--- config.mk ---
export PLATFORM = sky130hd
export DESIGN_NAME = interrupt_resolver_flat
export DESIGN_NICKNAME = d
export VERILOG_FILES = /design/src/rtl/interrupt_resolver_pkg.sv /design/src/rtl/interrupt_resolver_if.sv /design/src/rtl/interrupt_resolver_prio_pick.sv /design/src/rtl/interrupt_resolver.sv /design/src/flat_wrapper.sv
export SDC_FILE = /design/constraint.sdc
export NUM_CORES = 1
export LEC_CHECK = 0
export CORE_ASPECT_RATIO = 0.5
export CORE_UTILIZATION = 30
export DETAILED_ROUTE_END_ITERATION = 6
export PLACE_DENSITY_LB_ADDON = 0.1
export REMOVE_ABC_BUFFERS = 1
export SYNTH_ARGS = -nofsm -noshare
export SYNTH_HDL_FRONTEND = slang
export SYNTH_SLANG_ARGS = --single-unit
--- constraint.sdc ---
create_clock -name clk -period 11.9 [get_ports clk]
set_input_delay 1.19 -clock clk [delete_from_list [all_inputs] [get_ports clk]]
set_output_delay 1.19 -clock clk [all_outputs]
set_load 0.02 [all_outputs]
--- src/rtl/interrupt_resolver_pkg.sv ---
// Shared types and constants for the interrupt request/priority stage.
package pic_pkg;

  typedef logic [2:0] level_t;

  localparam int     VEC_BASE_W = 5;
  localparam level_t LP_RESET   = 3'd7;

  // {eoi_rot, eoi_sl} decode
  typedef enum logic [1:0] {
    EOI_NS     = 2'b00,
    EOI_SP     = 2'b01,
    EOI_ROT_NS = 2'b10,
    EOI_ROT_SP = 2'b11
  } eoi_mode_t;

  function automatic logic [7:0] lvl_bit(input level_t lvl);
    lvl_bit = 8'd1 << lvl;
  endfunction

endpackage

--- src/rtl/interrupt_resolver_if.sv ---
// Handshake between the request/priority stage and the controller's control logic.
interface interrupt_resolver_if;
  import pic_pkg::*;

  logic [VEC_BASE_W-1:0] vec_base;
  logic                  ack1;
  logic                  ack2;
  logic                  eoi;
  logic                  eoi_sl;
  level_t                eoi_lvl;
  logic                  eoi_rot;
  logic [7:0]            irr;
  logic [7:0]            isr;
  logic                  int_req;
  logic [7:0]            vector;

  modport master (
    output vec_base, ack1, ack2, eoi, eoi_sl, eoi_lvl, eoi_rot,
    input  irr, isr, int_req, vector
  );

  modport slave (
    input  vec_base, ack1, ack2, eoi, eoi_sl, eoi_lvl, eoi_rot,
    output irr, isr, int_req, vector
  );
endinterface

--- src/rtl/interrupt_resolver_prio_pick.sv ---
// Rotating priority encoder: level lp+1 ranks highest, lp ranks lowest.
module prio_pick
  import pic_pkg::*;
(
  input  logic [7:0] req,
  input  level_t     lp,
  output logic       valid,
  output level_t     level
);

  level_t idx_s;

  // Walk from lowest to highest rank so the highest-ranked set bit wins last
  always_comb begin
    valid = 1'b0;
    level = 3'd0;
    idx_s = 3'd0;
    for (int k = 7; k >= 0; k--) begin
      idx_s = level_t'(lp + 3'd1 + 3'(k));
      valid = valid | req[idx_s];
      level = req[idx_s] ? idx_s : level;
    end
  end

endmodule

--- src/rtl/interrupt_resolver.sv ---
// IRR capture, masking, fully nested priority resolution, ISR/EOI handling.
// Optional automatic EOI on ack2: define INTERRUPT_RESOLVER_AEOI_EN.
module interrupt_resolver
  import pic_pkg::*;
#(
  parameter int     NUM_IR       = 8,
  parameter level_t RESET_LOWEST = LP_RESET
) (
  input  logic              clk,
  input  logic              rst,
  input  logic [NUM_IR-1:0] ir,
  input  logic              ltim,
  input  logic [NUM_IR-1:0] imr,
  interrupt_resolver_if.slave bus
);

  logic [NUM_IR-1:0] ir_prev_r;
  logic [NUM_IR-1:0] irr_r;
  logic [NUM_IR-1:0] isr_r;
  logic              int_req_r;
  logic [7:0]        vector_r;
  level_t            lp_r;
  level_t            level_r;

  logic [NUM_IR-1:0] pend_s;
  logic              cand_valid_s;
  level_t            cand_lvl_s;
  logic              isr_valid_s;
  level_t            isr_lvl_s;
  level_t            rank_cand_s;
  level_t            rank_isr_s;
  logic              int_req_next_s;
  logic [NUM_IR-1:0] ack1_bit_s;
  logic [NUM_IR-1:0] irr_next_s;
  eoi_mode_t         eoi_mode_s;
  logic              eoi_hit_s;
  logic              eoi_rot_s;
  level_t            eoi_tgt_s;
  logic [NUM_IR-1:0] eoi_clr_s;
  logic              aeoi_fire_s;
  logic [NUM_IR-1:0] aeoi_clr_s;
  logic [NUM_IR-1:0] isr_next_s;
  level_t            lp_next_s;

  assign pend_s = irr_r & ~imr;

  prio_pick u_cand (
    .req   (pend_s),
    .lp    (lp_r),
    .valid (cand_valid_s),
    .level (cand_lvl_s)
  );

  prio_pick u_isr_hi (
    .req   (isr_r),
    .lp    (lp_r),
    .valid (isr_valid_s),
    .level (isr_lvl_s)
  );

  // Rank 0 is the highest priority; request only if strictly above the serviced level
  assign rank_cand_s    = level_t'(cand_lvl_s - lp_r - 3'd1);
  assign rank_isr_s     = level_t'(isr_lvl_s - lp_r - 3'd1);
  assign int_req_next_s = cand_valid_s & (~isr_valid_s | (rank_cand_s < rank_isr_s));

  assign ack1_bit_s = (bus.ack1 && cand_valid_s) ? lvl_bit(cand_lvl_s) : 8'd0;

  // Level mode follows the line except for the bit being acknowledged; edge mode lets a new set beat the clear
  always_comb begin
    irr_next_s = irr_r;
    if (ltim) begin
      irr_next_s = ir & ~ack1_bit_s;
    end else begin
      irr_next_s = (irr_r & ~ack1_bit_s) | (ir & ~ir_prev_r);
    end
  end

  assign eoi_mode_s = eoi_mode_t'({bus.eoi_rot, bus.eoi_sl});

  // EOI target selection; a target with no isr bit set is a no-op
  always_comb begin
    eoi_tgt_s = isr_lvl_s;
    eoi_hit_s = 1'b0;
    eoi_rot_s = 1'b0;
    if (bus.eoi) begin
      case (eoi_mode_s)
        EOI_NS: begin
          eoi_tgt_s = isr_lvl_s;
          eoi_hit_s = isr_valid_s;
        end
        EOI_SP: begin
          eoi_tgt_s = bus.eoi_lvl;
          eoi_hit_s = isr_r[bus.eoi_lvl];
        end
        EOI_ROT_NS: begin
          eoi_tgt_s = isr_lvl_s;
          eoi_hit_s = isr_valid_s;
          eoi_rot_s = 1'b1;
        end
        EOI_ROT_SP: begin
          eoi_tgt_s = bus.eoi_lvl;
          eoi_hit_s = isr_r[bus.eoi_lvl];
          eoi_rot_s = 1'b1;
        end
        default: begin
          eoi_tgt_s = isr_lvl_s;
          eoi_hit_s = 1'b0;
          eoi_rot_s = 1'b0;
        end
      endcase
    end else begin
      eoi_hit_s = 1'b0;
    end
  end

  assign eoi_clr_s = eoi_hit_s ? lvl_bit(eoi_tgt_s) : 8'd0;

`ifdef INTERRUPT_RESOLVER_AEOI_EN
  logic lvl_vld_r;

  assign aeoi_fire_s = bus.ack2 & ~bus.ack1 & lvl_vld_r;

  // Remembers whether the latched level came from a real (non-spurious) ack1
  always_ff @(posedge clk or posedge rst) begin
    if (rst) begin
      lvl_vld_r <= 1'b0;
    end else if (bus.ack1) begin
      lvl_vld_r <= cand_valid_s;
    end else if (aeoi_fire_s) begin
      lvl_vld_r <= 1'b0;
    end else begin
      lvl_vld_r <= lvl_vld_r;
    end
  end
`else
  assign aeoi_fire_s = 1'b0;
`endif

  assign aeoi_clr_s = aeoi_fire_s ? lvl_bit(level_r) : 8'd0;
  assign isr_next_s = (isr_r & ~eoi_clr_s & ~aeoi_clr_s) | ack1_bit_s;

  // Rotation follows the level actually retired
  always_comb begin
    lp_next_s = lp_r;
    if (eoi_hit_s && eoi_rot_s) begin
      lp_next_s = eoi_tgt_s;
    end else if (aeoi_fire_s && bus.eoi_rot) begin
      lp_next_s = level_r;
    end else begin
      lp_next_s = lp_r;
    end
  end

  // State registers; ack2 coinciding with ack1 is ignored
  always_ff @(posedge clk or posedge rst) begin
    if (rst) begin
      ir_prev_r <= 8'd0;
      irr_r     <= 8'd0;
      isr_r     <= 8'd0;
      int_req_r <= 1'b0;
      vector_r  <= 8'd0;
      lp_r      <= RESET_LOWEST;
      level_r   <= 3'd0;
    end else begin
      ir_prev_r <= ir;
      irr_r     <= irr_next_s;
      isr_r     <= isr_next_s;
      int_req_r <= int_req_next_s;
      lp_r      <= lp_next_s;
      if (bus.ack1) begin
        level_r <= cand_valid_s ? cand_lvl_s : 3'd7;
      end else begin
        level_r <= level_r;
      end
      if (bus.ack2 && !bus.ack1) begin
        vector_r <= {bus.vec_base, level_r};
      end else begin
        vector_r <= vector_r;
      end
    end
  end

  assign bus.irr     = irr_r;
  assign bus.isr     = isr_r;
  assign bus.int_req = int_req_r;
  assign bus.vector  = vector_r;

endmodule

--- src/flat_wrapper.sv ---
// flat-port wrapper written by rule: the top's interface ports become plain ports
module interrupt_resolver_flat import pic_pkg::*;
#(
  parameter int     NUM_IR       = 8,
  parameter level_t RESET_LOWEST = LP_RESET
)
  (clk, rst, ir, ltim, imr, bus_vec_base, bus_ack1, bus_ack2, bus_eoi, bus_eoi_sl, bus_eoi_lvl, bus_eoi_rot, bus_irr, bus_isr, bus_int_req, bus_vector);
  interrupt_resolver_if bus_i ();
  input  logic clk;
  input  logic rst;
  input  logic [NUM_IR-1:0] ir;
  input  logic ltim;
  input  logic [NUM_IR-1:0] imr;
  input wire logic [$bits(bus_i.vec_base)-1:0] bus_vec_base;
  input wire logic [$bits(bus_i.ack1)-1:0] bus_ack1;
  input wire logic [$bits(bus_i.ack2)-1:0] bus_ack2;
  input wire logic [$bits(bus_i.eoi)-1:0] bus_eoi;
  input wire logic [$bits(bus_i.eoi_sl)-1:0] bus_eoi_sl;
  input wire logic [$bits(bus_i.eoi_lvl)-1:0] bus_eoi_lvl;
  input wire logic [$bits(bus_i.eoi_rot)-1:0] bus_eoi_rot;
  output wire logic [$bits(bus_i.irr)-1:0] bus_irr;
  output wire logic [$bits(bus_i.isr)-1:0] bus_isr;
  output wire logic [$bits(bus_i.int_req)-1:0] bus_int_req;
  output wire logic [$bits(bus_i.vector)-1:0] bus_vector;
  assign bus_i.vec_base = bus_vec_base;
  assign bus_i.ack1 = bus_ack1;
  assign bus_i.ack2 = bus_ack2;
  assign bus_i.eoi = bus_eoi;
  assign bus_i.eoi_sl = bus_eoi_sl;
  assign bus_i.eoi_lvl = bus_eoi_lvl;
  assign bus_i.eoi_rot = bus_eoi_rot;
  assign bus_irr = bus_i.irr;
  assign bus_isr = bus_i.isr;
  assign bus_int_req = bus_i.int_req;
  assign bus_vector = bus_i.vector;
  interrupt_resolver #(.NUM_IR(NUM_IR), .RESET_LOWEST(RESET_LOWEST)) u_core (.clk(clk), .rst(rst), .ir(ir), .ltim(ltim), .imr(imr), .bus(bus_i));
endmodule
==> results.tsv <==
stage	metric	value	unit
sta	finalSetupViolations	0	
yosys	synth.avg_cell_area	9.30	um2
floorplanning	die_y	87.6	um
grt	grt_busiest_layer	met1	
yosys	synth-seq-cells	39	
yosys	synth-edff-count	0	
placement	place_area	5040	um2
floorplanning	dieWidth	173	um
worst_setup_path	crit_path_end	u_core.bus.int_req$_DFF_PP0_	
clock_network	h-tree-depth	2	
flow_run	cap_viol_max_count	0	
yosys	synth_top_cells_by_area	dfrtp_1, mux4_2, mux2i_1	
sta	tns	0	ns
final_layout	insertedDiodeCount	0	
yosys	yosys.area.top_type_share	20.5	%
sta	tightestPinTransition	1.05	ns
final_layout	final_cell_mix	clkdlybuf4s50_1, nand2_1, dfrtp_1	
clock_network	cts.path.max_buffers	2	
sta	relSlewSlack	29.8	%
floorplanning	ios	57	
min_path	min_path_type	flip-flop to flip-flop	
worst_setup_path	rrSetupSlack	5.69	ns
route	wire_per_inst	20.4	um
yosys	yosysTopAreaCell	dfrtp_1	
yosys	ys_seq_area_share	22.3	%
yosys	synth_flop_cell	dfrtp_1	
clock_network	postCtsSetupBuffers	0	
worst_setup_path	end_kind	flip-flop	
placement	gp_congestion	0.832	
sta	fmax	161	MHz
floorplanning	start_util	31.6	%
sta	hold_slack	0.482	ns
grt	antenna_found_initial	0	
sta	finalHoldViolations	0	
sta	finalCriticalPeriod	6.21	ns
final_layout	final.fill_count	1437	
grt	grtUsageMet3	3.56	%
clock_network	root_buffer	clkbuf_16	
floorplanning	num_rows	30	
clock_network	cts-buffers-inserted	5	
final_layout	final_common_cell	clkdlybuf4s50_1	
route	drcViolationCount	0	
final_layout	area_delta_synth_final	18.1	%
worst_setup_path	r2r-start	u_core.lp_r[0]$_DFFE_PP1P_	
route	via_per_inst	5.94	
worst_setup_path	crit_start	u_core.lp_r[0]$_DFFE_PP1P_	
clock_network	cts_resized	0	
grt	grt_pass1_wl	22.7	mm
sta	rsz0062_at_grt	false	
yosys	async_flop_share	100	%
route	first_pass_iters	5	
clock_network	ctsHoldBuffers	0	
final_layout	drive_gt1_share	15.6	%
yosys	synthDistinctLibCells	88	
route	ant_nets	0	
worst_setup_path	reg2reg_depth	18	
floorplanning	fp.coreArea	13900	um2
sta	fin_skew	0.00384	ns
route	first_iter_violations	334	
yosys	ys_warn_count	0	
clock_network	clk_pin_slew	0.06	ns
sta	drv_slew	0	
grt	grt_usage	19.1	%
clock_network	tritoncts	done	
grt	met1_usage	29.1	%
sta	finalCritPeriodShare	52.2	%
worst_setup_path	cp-start-kind	flip-flop	
placement	io_buffers	56	
worst_setup_path	timing.rr.end	u_core.bus.int_req$_DFF_PP0_	
route	vias	4149	
grt	grt_pass1_vias	3939	
grt	grt_max_degree	64	
grt	grt_overflow_total	0	
yosys	syn_inst	473	
clock_network	cts.sinks	39	
worst_setup_path	critPathKind	flip-flop to flip-flop	
grt	grt_use_met2	27.9	%
clock_network	insertion_delay	0.29	ns
floorplanning	dieArea	15200	um2
worst_setup_path	crit_path_max_fanout	63	
final_layout	fin_area	5200	um2
placement	place_hpwl	10.4	mm
route	wirelength	14.2	mm
sta	fin_ws	5.69	ns
final_layout	nets	545	
worst_setup_path	crit_required	12.13	ns
yosys	netlist_area	4400	um2
placement	detailedPlace.worstSlack	5.72	ns
status	status	complete, no violations	
worst_setup_path	crit_arrival	6.44	ns
[cell usage after synthesis, types with 5 or more instances]
cell type and number:
a21o_1 10, a21oi_1 20, a32oi_1 6, buf_2 10, buf_4 6, clkbuf_1 12
dfrtp_1 36, ha_1 6, inv_1 13, mux2_2 16, mux2i_1 19, mux4_2 23
nand2_1 43, nand2b_1 7, nand3_1 15, nand3b_1 10, nand4_1 6, nor2_1 33
nor2b_1 17, nor3_1 9, o2111ai_1 6, o21ai_0 14, or3b_2 5
[per-layer routing]
layer | up-vias | share of wire [%]
li1 | 1903 | -
met1 | 2066 | 51
met2 | 165 | 41
met3 | 15 | 6.9
met4 | 0 | 0.98
met5 | - | 0
[final cells by class]
cell class	count	area, um2	share of cell area [%]
Tap cell	192	240	4.62
Clock buffer	7	153	2.94
Timing Repair Buffer	60	591	11.4
Clock inverter	1	7.51	0.144
Inverter	15	56.3	1.08
Sequential cell	39	980	18.9
Multi-Input combinational cell	384	3170	61.0
[cells by family (layout without fill, tap and decap cells)]
family	count (synthesis)	after routing	share of synthesized area (%)
flip-flops	39	39	22.3
AND/OR/NAND/NOR	174	174	21.5
AO/OA/AOI/OAI	133	133	23.6
multiplexers	59	59	20.4
XOR/XNOR	10	10	3.87
buffers and inverters	50	83	5.75
adder cells (fa/ha/maj)	8	8	2.62
[critical path: stages, from the launching register on]
cell	delay [ns]
dfstp_2	0.51
buf_4	0.55
inv_1	0.63
ha_2	0.53
buf_4	0.57
mux2_2	0.45
mux4_2	0.52
a21oi_1	0.19
o21a_1	0.14
o22a_2	0.23
inv_2	0.15
ha_1	0.23
fa_1	0.43
xnor2_1	0.14
xnor2_1	0.14
ha_1	0.28
nor2b_1	0.12
o21ai_0	0.14
and2_1	0.14
[flip-flops by register name (all words and copies together) (netlist names)]
name / count
u_core.bus.int_req: 1
u_core.bus.irr: 8
u_core.bus.isr: 8
u_core.bus.vector: 8
u_core.ir_prev_r: 8
u_core.level_r: 3
u_core.lp_r: 3
[worst min-delay path by stage]
| stage | from | to | slack, ns | depth (start not counted) |
|---|---|---|---|---|
| floorplan | u_core.level_r[2]$_DFFE_PP0P_ | u_core.level_r[2]$_DFFE_PP0P_ | 0.46 | 2 |
| detailed placement | u_core.ir_prev_r[5]$_DFF_PP0_ | u_core.bus.irr[5]$_DFF_PP0_ | 0.47 | 3 |
| finish | u_core.ir_prev_r[5]$_DFF_PP0_ | u_core.bus.irr[5]$_DFF_PP0_ | 0.48 | 3 |
| CTS | u_core.ir_prev_r[5]$_DFF_PP0_ | u_core.bus.irr[5]$_DFF_PP0_ | 0.48 | 3 |
| global placement | u_core.ir_prev_r[5]$_DFF_PP0_ | u_core.bus.irr[5]$_DFF_PP0_ | 0.47 | 3 |
| global route | u_core.ir_prev_r[5]$_DFF_PP0_ | u_core.bus.irr[5]$_DFF_PP0_ | 0.50 | 3 |
[stage by stage]
| stage | util (%) | instances |
|---|---|---|
| final | 37.3 | 698 |
| after global routing | 37.3 | 698 |
| after CTS | 37.3 | 698 |
| after detailed placement | 36.2 | 690 |
| after global placement | 36.2 | 690 |
| after floorplan | - | 438 |
Power is not shown: default switching activity piles up to over one toggle a cycle in this logic, so the estimate is an artifact.
